==> src/rtl/alu_lock_pkg.sv <==
// Shared types and known-answer-test constants for the ALU key loader.
// Optional build macro: ALU_KEY_LOCKOUT_EN adds the permanent LOCKOUT state.
package alu_lock_pkg;

  typedef enum logic [2:0] {
    IDLE     = 3'd0,
    SHIFT    = 3'd1,
    KAT_ADD  = 3'd2,
    KAT_SUB  = 3'd3,
    UNLOCKED = 3'd4
`ifdef ALU_KEY_LOCKOUT_EN
    , LOCKOUT = 3'd5
`endif
  } state_t;

  // Known-answer vectors: 0x0A + 0x02 = 0x0C, 0x0A - 0x02 = 0x08
  localparam logic [31:0] KAT_A   = 32'h0000_000A;
  localparam logic [31:0] KAT_B   = 32'h0000_0002;
  localparam logic [3:0]  OP_ADD  = 4'b0000;
  localparam logic [3:0]  OP_SUB  = 4'b0001;
  localparam logic [31:0] EXP_ADD = 32'h0000_000C;
  localparam logic [31:0] EXP_SUB = 32'h0000_0008;

endpackage

==> src/rtl/key_shift_rx.sv <==
// Serial key receiver: MSB-first shift register with bit counter.
// `cand` is the key including the bit offered this cycle, so the caller can
// capture the full key on the same edge that accepts the last bit (`done`).
module key_shift_rx #(
  parameter int KEY_W = 8
) (
  input  logic             clk,
  input  logic             rst,
  input  logic             clr,
  input  logic             sdi,
  input  logic             sdi_valid,
  output logic [KEY_W-1:0] cand,
  output logic             done
);

  localparam int CW = $clog2(KEY_W + 1);

  logic [KEY_W-1:0] shreg;
  logic [CW-1:0]    cnt;

  assign cand = {shreg[KEY_W-2:0], sdi};
  assign done = sdi_valid && !clr && (cnt == CW'(KEY_W - 1));

  // Shift in valid bits; clear wins over a simultaneous valid bit
  always_ff @(posedge clk or posedge rst) begin
    if (rst) begin
      shreg <= '0;
      cnt   <= '0;
    end else if (clr) begin
      shreg <= '0;
      cnt   <= '0;
    end else if (sdi_valid) begin
      shreg <= cand;
      cnt   <= done ? '0 : cnt + CW'(1);
    end else begin
      shreg <= shreg;
      cnt   <= cnt;
    end
  end

endmodule

==> src/rtl/alu_key_loader.sv <==
// Key delivery and known-answer self-test for the logic-locked ALU.
// Optional build macro: ALU_KEY_LOCKOUT_EN (reaching MAX_FAIL failures locks
// the block until reset); without it retries are unlimited and lockout is 0.
module alu_key_loader
  import alu_lock_pkg::*;
#(
  parameter int KEY_W    = 8,
  parameter int DATA_W   = 32,
  parameter int MAX_FAIL = 3
) (
  input  logic                          clk,
  input  logic                          rst,
  input  logic                          key_sdi,
  input  logic                          key_sdi_valid,
  input  logic                          key_clr,
  input  logic [DATA_W-1:0]             alu_result,
  output logic [KEY_W-1:0]              key_out,
  output logic                          kat_sel,
  output logic [DATA_W-1:0]             kat_a,
  output logic [DATA_W-1:0]             kat_b,
  output logic [3:0]                    kat_op,
  output logic                          unlocked,
  output logic                          busy,
  output logic                          key_err,
  output logic [$clog2(MAX_FAIL+1)-1:0] fail_cnt,
  output logic                          lockout
);

  localparam int FCW = $clog2(MAX_FAIL + 1);

  state_t            state, state_nxt;
  logic              accepting, rx_clr, shift_en, rx_done;
  logic [KEY_W-1:0]  rx_cand;
  logic              add_ok, kat_pass, kat_fail;
  logic [FCW-1:0]    fail_cnt_sat;

  logic [KEY_W-1:0]  key_out_nxt;
  logic              kat_sel_nxt, unlocked_nxt, busy_nxt, key_err_nxt;
  logic [DATA_W-1:0] kat_a_nxt, kat_b_nxt;
  logic [3:0]        kat_op_nxt;
  logic [FCW-1:0]    fail_cnt_nxt;

  // Key bits are only taken while no self-test or lockout is in progress
  assign accepting = (state == IDLE) || (state == SHIFT) || (state == UNLOCKED);
`ifdef ALU_KEY_LOCKOUT_EN
  assign rx_clr = key_clr && (state != LOCKOUT);
`else
  assign rx_clr = key_clr;
`endif
  assign shift_en = key_sdi_valid && accepting;

  key_shift_rx #(.KEY_W(KEY_W)) u_rx (
    .clk       (clk),
    .rst       (rst),
    .clr       (rx_clr),
    .sdi       (key_sdi),
    .sdi_valid (shift_en),
    .cand      (rx_cand),
    .done      (rx_done)
  );

  // Both KAT vectors must match; a mid-test clear never counts as a failure
  assign kat_pass     = add_ok && (alu_result == DATA_W'(EXP_SUB));
  assign kat_fail     = (state == KAT_SUB) && !key_clr && !kat_pass;
  assign fail_cnt_sat = (fail_cnt == FCW'(MAX_FAIL)) ? fail_cnt : fail_cnt + FCW'(1);

  // Next-state decode
  always_comb begin
    state_nxt = state;
    case (state)
      IDLE, UNLOCKED, SHIFT: begin
        if (key_clr) begin
          state_nxt = IDLE;
        end else if (rx_done) begin
          state_nxt = KAT_ADD;
        end else if (shift_en) begin
          state_nxt = SHIFT;
        end else begin
          state_nxt = state;
        end
      end
      KAT_ADD: begin
        state_nxt = key_clr ? IDLE : KAT_SUB;
      end
      KAT_SUB: begin
        if (key_clr) begin
          state_nxt = IDLE;
        end else if (kat_pass) begin
          state_nxt = UNLOCKED;
        end else begin
`ifdef ALU_KEY_LOCKOUT_EN
          state_nxt = (fail_cnt_sat == FCW'(MAX_FAIL)) ? LOCKOUT : IDLE;
`else
          state_nxt = IDLE;
`endif
        end
      end
`ifdef ALU_KEY_LOCKOUT_EN
      LOCKOUT: begin
        state_nxt = LOCKOUT;
      end
`endif
      default: begin
        state_nxt = IDLE;
      end
    endcase
  end

  // Next output values, derived from the state being entered
  always_comb begin
    kat_sel_nxt  = 1'b0;
    kat_a_nxt    = '0;
    kat_b_nxt    = '0;
    kat_op_nxt   = OP_ADD;
    busy_nxt     = 1'b0;
    unlocked_nxt = 1'b0;
    key_out_nxt  = key_out;
    key_err_nxt  = kat_fail;
    fail_cnt_nxt = kat_fail ? fail_cnt_sat : fail_cnt;
    case (state_nxt)
      SHIFT: begin
        busy_nxt = 1'b1;
      end
      KAT_ADD: begin
        kat_sel_nxt = 1'b1;
        kat_a_nxt   = DATA_W'(KAT_A);
        kat_b_nxt   = DATA_W'(KAT_B);
        kat_op_nxt  = OP_ADD;
        busy_nxt    = 1'b1;
        key_out_nxt = rx_cand;
      end
      KAT_SUB: begin
        kat_sel_nxt = 1'b1;
        kat_a_nxt   = DATA_W'(KAT_A);
        kat_b_nxt   = DATA_W'(KAT_B);
        kat_op_nxt  = OP_SUB;
        busy_nxt    = 1'b1;
      end
      UNLOCKED: begin
        unlocked_nxt = 1'b1;
      end
      default: begin
        // IDLE (and LOCKOUT): no key is applied to the ALU
        key_out_nxt = '0;
      end
    endcase
  end

  // State, ADD-vector verdict and registered outputs
  always_ff @(posedge clk or posedge rst) begin
    if (rst) begin
      state    <= IDLE;
      add_ok   <= 1'b0;
      key_out  <= '0;
      kat_sel  <= 1'b0;
      kat_a    <= '0;
      kat_b    <= '0;
      kat_op   <= 4'b0000;
      unlocked <= 1'b0;
      busy     <= 1'b0;
      key_err  <= 1'b0;
      fail_cnt <= '0;
    end else begin
      state    <= state_nxt;
      add_ok   <= (state == KAT_ADD) ? (alu_result == DATA_W'(EXP_ADD)) : add_ok;
      key_out  <= key_out_nxt;
      kat_sel  <= kat_sel_nxt;
      kat_a    <= kat_a_nxt;
      kat_b    <= kat_b_nxt;
      kat_op   <= kat_op_nxt;
      unlocked <= unlocked_nxt;
      busy     <= busy_nxt;
      key_err  <= key_err_nxt;
      fail_cnt <= fail_cnt_nxt;
    end
  end

`ifdef ALU_KEY_LOCKOUT_EN
  // Lockout flag follows the LOCKOUT state, held until reset
  always_ff @(posedge clk or posedge rst) begin
    if (rst) begin
      lockout <= 1'b0;
    end else begin
      lockout <= (state_nxt == LOCKOUT);
    end
  end
`else
  assign lockout = 1'b0;
`endif

endmodule

==> config.mk <==
export PLATFORM = sky130hd
export DESIGN_NAME = alu_key_loader
export DESIGN_NICKNAME = d
export VERILOG_FILES = /design/src/rtl/alu_lock_pkg.sv /design/src/rtl/key_shift_rx.sv /design/src/rtl/alu_key_loader.sv
export SDC_FILE = /design/constraint.sdc
export NUM_CORES = 1
export LEC_CHECK = 0
export BUFFER_PORTS_ARGS = -buffer_cell sky130_fd_sc_hd__buf_2
export CAP_MARGIN = 30
export CORE_AREA = 2 2 69 71
export CTS_CLUSTER_SIZE = 20
export DETAILED_ROUTE_END_ITERATION = 6
export DIE_AREA = 0 0 71 73
export GPL_TIMING_DRIVEN = 1
export PLACE_DENSITY = 0.84
export SYNTH_ARGS = -nofsm -noshare
export SYNTH_HDL_FRONTEND = slang
export SYNTH_HIERARCHICAL = 1
export SYNTH_SLANG_ARGS = --single-unit
export TNS_END_PERCENT = 5
==> constraint.sdc <==
create_clock -name clk -period 6.15 [get_ports clk]
set_clock_uncertainty 0.05 [all_clocks]
set_input_delay 0.3075 -clock clk [delete_from_list [all_inputs] [get_ports clk]]
set_output_delay 0.3075 -clock clk [all_outputs]
set_load 0.05 [all_outputs]
After elaboration in Yosys (flattened, before gate mapping)
Index checks and enable logic that the tools add are counted.
Word-level totals
  register bits after elaboration: 97
  bits of input ports: 37
  output and inout bits: 83
  logic and storage cells: 64
Cells by class
  $add $sub $neg: 2
  equality and inequality tests: 12
  mux-type cells: 19
  bitwise operators: 1
  reductions and logical operators: 17
Operators with widths (count)
  $eq A32 B4 Y1 const B: 2
  $mux W4: 4
  $pmux W8 S2: 1
  $mux W3: 5
  $mux W7: 2
  $eq A3 B2 Y1 const B: 4
  $pmux W3 S3: 1
  $reduce_or A3 Y1: 3
  $eq A3 B1 Y1 const B: 2
  $eq A3 B3 Y1 const B: 2
  $logic_and A1 B1 Y1: 6
  $add A4 B1 Y4 const B: 1
  $eq A4 B3 Y1 const B: 1
  $mux W1: 4
  $mux W2: 2
  $logic_not A3 Y1: 1
  $add A2 B1 Y2 const B: 1
  $eq A2 B2 Y1 const B: 1
  $logic_not A1 Y1: 2
  $logic_or A1 B1 Y1: 2
  $reduce_and A2 Y1: 1
  $reduce_bool A2 Y1: 1
  $reduce_or A2 Y1: 1
  $not A1 Y1: 1

Longest topological paths before layout
  depth in word-level cells: 12
  depth in mapped cells: 9
  depth with buffers taken out: 8

Cells and area by module
Netlist, hierarchy kept.
Modules (own cells, without submodules)
  alu_key_loader: instances 1, cells an instance 174, area an instance 1521.5 um^2, seq. area each 475.5 um^2
  key_shift_rx: instances 1, cells an instance 44, area an instance 516.7 um^2, seq. area each 275.3 um^2

Least setup slack after synthesis
Ideal clock, no wire load.
  path kind: register to register
  start point: register state[2]
  end point: register key_out[4]
  library setup time: 0.088 ns
  arrival time: 1.815 ns
  data required time: 6.012 ns
  slack: 4.196 ns
  cell stages (with the launch flop): 10
  path buffers: 1
  clock period less this slack: 1.954 ns
  path through: dfrtp_1 a21oi_2 and2_2 buf_6 nand4b_1 nor2_1 or3b_1 a21oi_4 o21ai_0 o211ai_1
On the way
  cells in the longest elaborated chain, start to end: 12
  elaborated cells between the ends (all ways): 21
  classes of those cells: eq/ne: 8; mux: 5; reduce/logical: 8
RTL lines
  from (decl): line alu_key_loader.sv:31  | state_t state, state_nxt;
  from (signal assigned): line alu_key_loader.sv:164  | state <= state_nxt;
  $eq A3 B1 Y1 or $logic_not A3 Y1 (tied branches): line alu_key_loader.sv:44  | assign accepting = (state == IDLE) || (state == SHIFT) || (state == UNLOCKED);
  $logic_or A1 B1 Y1: line alu_key_loader.sv:44
  $logic_or A1 B1 Y1 (*): line alu_key_loader.sv:44
  $logic_and A1 B1 Y1 (*): line alu_key_loader.sv:50  | assign shift_en = key_sdi_valid && accepting;
  named net shift_en: line alu_key_loader.sv:32  | logic accepting, rx_clr, shift_en, rx_done;
  $logic_and A1 B1 Y1 (*) (2 in a row): line key_shift_rx.sv:22  | assign done = sdi_valid && !clr && (cnt == CW'(KEY_W - 1));
  named net rx_done: line alu_key_loader.sv:32
  $mux W3 (*): line alu_key_loader.sv:74  | end else if (rx_done) begin
  $mux W3 (*): line alu_key_loader.sv:72  | if (key_clr) begin
  $pmux W3 S3 (*): line alu_key_loader.sv:70  | case (state)
  $eq A3 B2 Y1, or another cell as far along: line alu_key_loader.sv:120  | case (state_nxt)
  $reduce_or A3 Y1 (no line)
  $pmux W8 S2: line alu_key_loader.sv:120
  to (signal assigned): line alu_key_loader.sv:166  | key_out <= key_out_nxt;
  to (decl): line alu_key_loader.sv:17  | output logic [KEY_W-1:0] key_out,
Mark *: on every way through the listed nets, which the timed path passes. The rest lies on a longest branch.
A chain may end at the register's enable or synchronous reset.

Worst setup path in the final report
Ends and elaborated chain as after synthesis.

==> flow_summary_export.csv <==
group,metric,value,unit
run_status,status,"finished, final reports clean",
routing,wl_per_cell,10.7,um
worst_setup_path,crit_arrival,2.29,ns
sta,min_period,2.15,ns
worst_setup_path,crit_chain,"a21oi_2 -> and2_2 -> nand4b_1 -> nor2_1 -> or3b_1 -> a21oi_4 -> o21ai_0 -> o211ai_1",
layout,finalNetCount,310,
yosys,synthCells,218,
global_routing,grt_usage,13.9,%
run,drv_cap,0,
worst_setup_path,cp_max_fo,13,
clock_network,insertion_delay,0.27,ns
sta,slew_headroom,53.2,%
pwr,leakage,1.18,nW
floorplan,design.portCount,120,
routing,vias_per_cell,4.41,
yosys,synth_seq_cells,30,
floorplan,die_h,73,um
routing,drtAntennaViolNets,0,
clock_network,cts_setup_buffers,0,
sta,tns,0,ns
min_path,hold_class,"in -> reg",
routing,num_vias,1429,
routing,drtIter0Drc,89,
yosys,synth_top_area_share,36.8,%
yosys,synth_compound_area_share,9.02,%
sta,grt_setup_unrepaired,"false",
layout,drive_gt1_share,26.3,%
placement,place_hpwl,2720,um
yosys,synthSimpleGateAreaFrac,17.7,%
clock_network,clockBufferDepth,2,
sta,clock.fmax,0.465,GHz
floorplan,coreArea,4540,um^2
sta,fin_crit_sh,35.0,%
worst_setup_path,cpLargestDelayFamily,"simple AND/OR/NAND/NOR gates",
global_routing,overflow,0,
sta,setup_viol,0,
routing,drc,0,
yosys,synth.area.top_cells,"dfrtp_1 (37%), buf_4 (26%), mux2i_1 (3.9%)",
layout,areaGrowthSynthToFinish,5.77,%
floorplan,die_x,71,um
worst_setup_path,worst_ep_required_time,6.29,ns
worst_setup_path,cpPeakStageDelay,0.50,ns
worst_setup_path,critPathSlowestCell,"dfrtp_1",
yosys,synth_area_per_cell,9.35,um^2
sta,worstMarginPinSlew,0.701,ns
yosys,synth_xor_area_share,0.859,%
clock_network,cts_tree,"yes",
worst_setup_path,crit_path_end_kind,"register",
clock_network,numClockSinks,30,
pwr,ir_drop,0.0000682,V
floorplan,start_util,44.9,%
worst_setup_path,cp-start-kind,"register",
yosys,synth_mux_area_share,5.22,%
yosys,yosysSeqAreaShare,36.8,%
placement,routabilityCongestion,0.824,
clock_network,cts-root-buf,"clkbuf_8",
yosys,synth_warnings,6,
global_routing,grt_pass1_vias,1283,
placement,port_buffers,54,
routing,wl,3480,um
global_routing,grt_max_degree,27,
sta,maxSlewViolCount,0,
global_routing,grt_pass1_wl,5610,um
clock_network,path_clk_slew,0.06,ns
yosys,synth_top_family_by_area,"buffers and inverters",
pwr,power.density,224,nW/um^2
layout,antennaDiodeCount,0,
global_routing,antenna_found_initial,0,
sta,hold_violations,0,
routing,drt_first_pass_iters,4,
floorplan,die-area,5180,um^2
yosys,synth_fa_ha_area_share,1.23,%
clock_network,cts_made_buffers,5,
yosys,synth_top_area_cell,"dfrtp_1",
worst_setup_path,crit_type,"reg -> reg",
clock_network,htreeDepth,2,
sta,setup_slack,4.00,ns
yosys,synth_area,2040,um^2
worst_setup_path,worst-path-buf-inv,0,
yosys,synth_cell_type_count,45,
placement,place_ws,4.03,ns
floorplan,rows,25,
[layout make-up]
type	instances	area, um^2
clock buffers	6	82.6
well taps	54	67.6
fillers	440	2380
inverters	10	37.5
multi-input cells	169	937
repair buffers	55	280
flip-flops and latches	30	751
[per-layer routing]
| metal | vias up | track usage, % | share of wire (%) |
|---|---|---|---|
| met3 | 6 | 5.25 | 7.0 |
| li1 | 702 | - | - |
| met4 | 0 | 5.24 | 1.4 |
| met1 | 670 | 15.7 | 40 |
| met2 | 51 | 23.9 | 51 |
| met5 | - | 0 | 0 |
[repair_timing]
action / CTS / global route
hold buffers: 1 / 0
resized for setup: 0 / 0
hold endpoints to repair: 11 / 0
[through the flow]
| stage | cells | util, % | hold WS [ns] | total power [W] | instance area [um^2] |
|---|---|---|---|---|---|
| 5_1_grt | 324 | 47.5 | 0.261 | 0.000506 | 2160 |
| 2_1_floorplan | 282 | - | 0.110 | 0.000352 | 2280 |
| 3_3_place_gp | 317 | 45.5 | 0.273 | 0.000334 | 2060 |
| 3_5_place_dp | 317 | 45.5 | 0.286 | 0.000335 | 2060 |
| 6_report | 324 | 47.5 | 0.255 | 0.000482 | 2160 |
| 4_1_cts | 324 | 47.5 | 0.253 | 0.000487 | 2160 |
[worst register-to-register path: stages, from the launching register on]
cell,delay [ns]
dfrtp_1,0.50
a21oi_2,0.11
and2_2,0.32
nand4b_1,0.14
nor2_1,0.07
or3b_1,0.43
a21oi_4,0.24
o21ai_0,0.13
o211ai_1,0.10
[flip-flops by register name (all words and copies together), names as in the netlist]
| signal | cells |
|---|---|
| add_ok | 1 |
| busy | 1 |
| fail_cnt | 2 |
| kat_a | 1 |
| kat_op | 1 |
| key_err | 1 |
| key_out | 8 |
| state | 3 |
| u_rx/cnt | 4 |
| u_rx/shreg | 7 |
| unlocked | 1 |
[cell usage in the layout (no fill, tap or decap), types with 3 or more instances in the layout]
| cell | netlist | layout |
|---|---|---|
| nor3_1 | 4 | 4 |
| conb_1 | 1 | 65 |
| mux2i_1 | 8 | 8 |
| clkbuf_8 | 0 | 6 |
| nor2_1 | 19 | 19 |
| inv_1 | 10 | 10 |
| o21ai_1 | 7 | 7 |
| o21ai_0 | 3 | 3 |
| nand2_1 | 11 | 11 |
| nor2b_1 | 3 | 3 |
| o211ai_1 | 8 | 8 |
| dfrtp_1 | 30 | 30 |
| buf_2 | 1 | 54 |
| nor4_1 | 6 | 6 |
[logic make-up after synthesis]
logic type,Yosys count
flip-flops,30
other,1
buffers and inverters,83
multiplexers,10
adder cells (fa/ha/maj),2
XOR/XNOR,2
AND/OR/NAND/NOR,64
AO/OA/AOI/OAI,26
[where the power goes]
part	internal [W]	switching, W	leakage, nW
logic	0.0000177	0.000109	0.729
clock network	0.0000859	0.0000636	0.0431
registers	0.000202	0.00000399	0.411
total	0.000305	0.000177	1.18
[synth_stat cells, drive strengths merged]
master and instances:
nor3 4, o211ai 8, buf 73, a21oi 4, o21a 1, nand4bb 1
and2b 1, nand3b 1, inv 10, or2 3, dfrtp 30, and2 1
xnor2 1, xor2 1, a21bo 1, nand2 11, nor2 20, nor2b 3
nand3 2, ha 2, and3b 1, mux2 2, a311oi 1, nand4 1
and4 2, mux2i 8, nor4 6, a31oi 1, nand4b 2, nand2b 1
nor4b 1, conb 1, nor4bb 1, or3b 2, o21ai 10
[final timing paths]
check | from | endpoint | slack [ns] | cells past startpoint
min in group asynchronous | rst | u_rx/cnt[2] | 0.53 | 3
max in group asynchronous | rst | kat_op[0] | 4.96 | 3
min reg2reg | add_ok | add_ok | 0.43 | 2
min | key_sdi | key_out[0] | 0.25 | 3
max | state[2] | key_out[4] | 4.00 | 8
max reg2reg | state[2] | key_out[4] | 4.00 | 8
No activity file was read; power rests on OpenSTA's default activity.
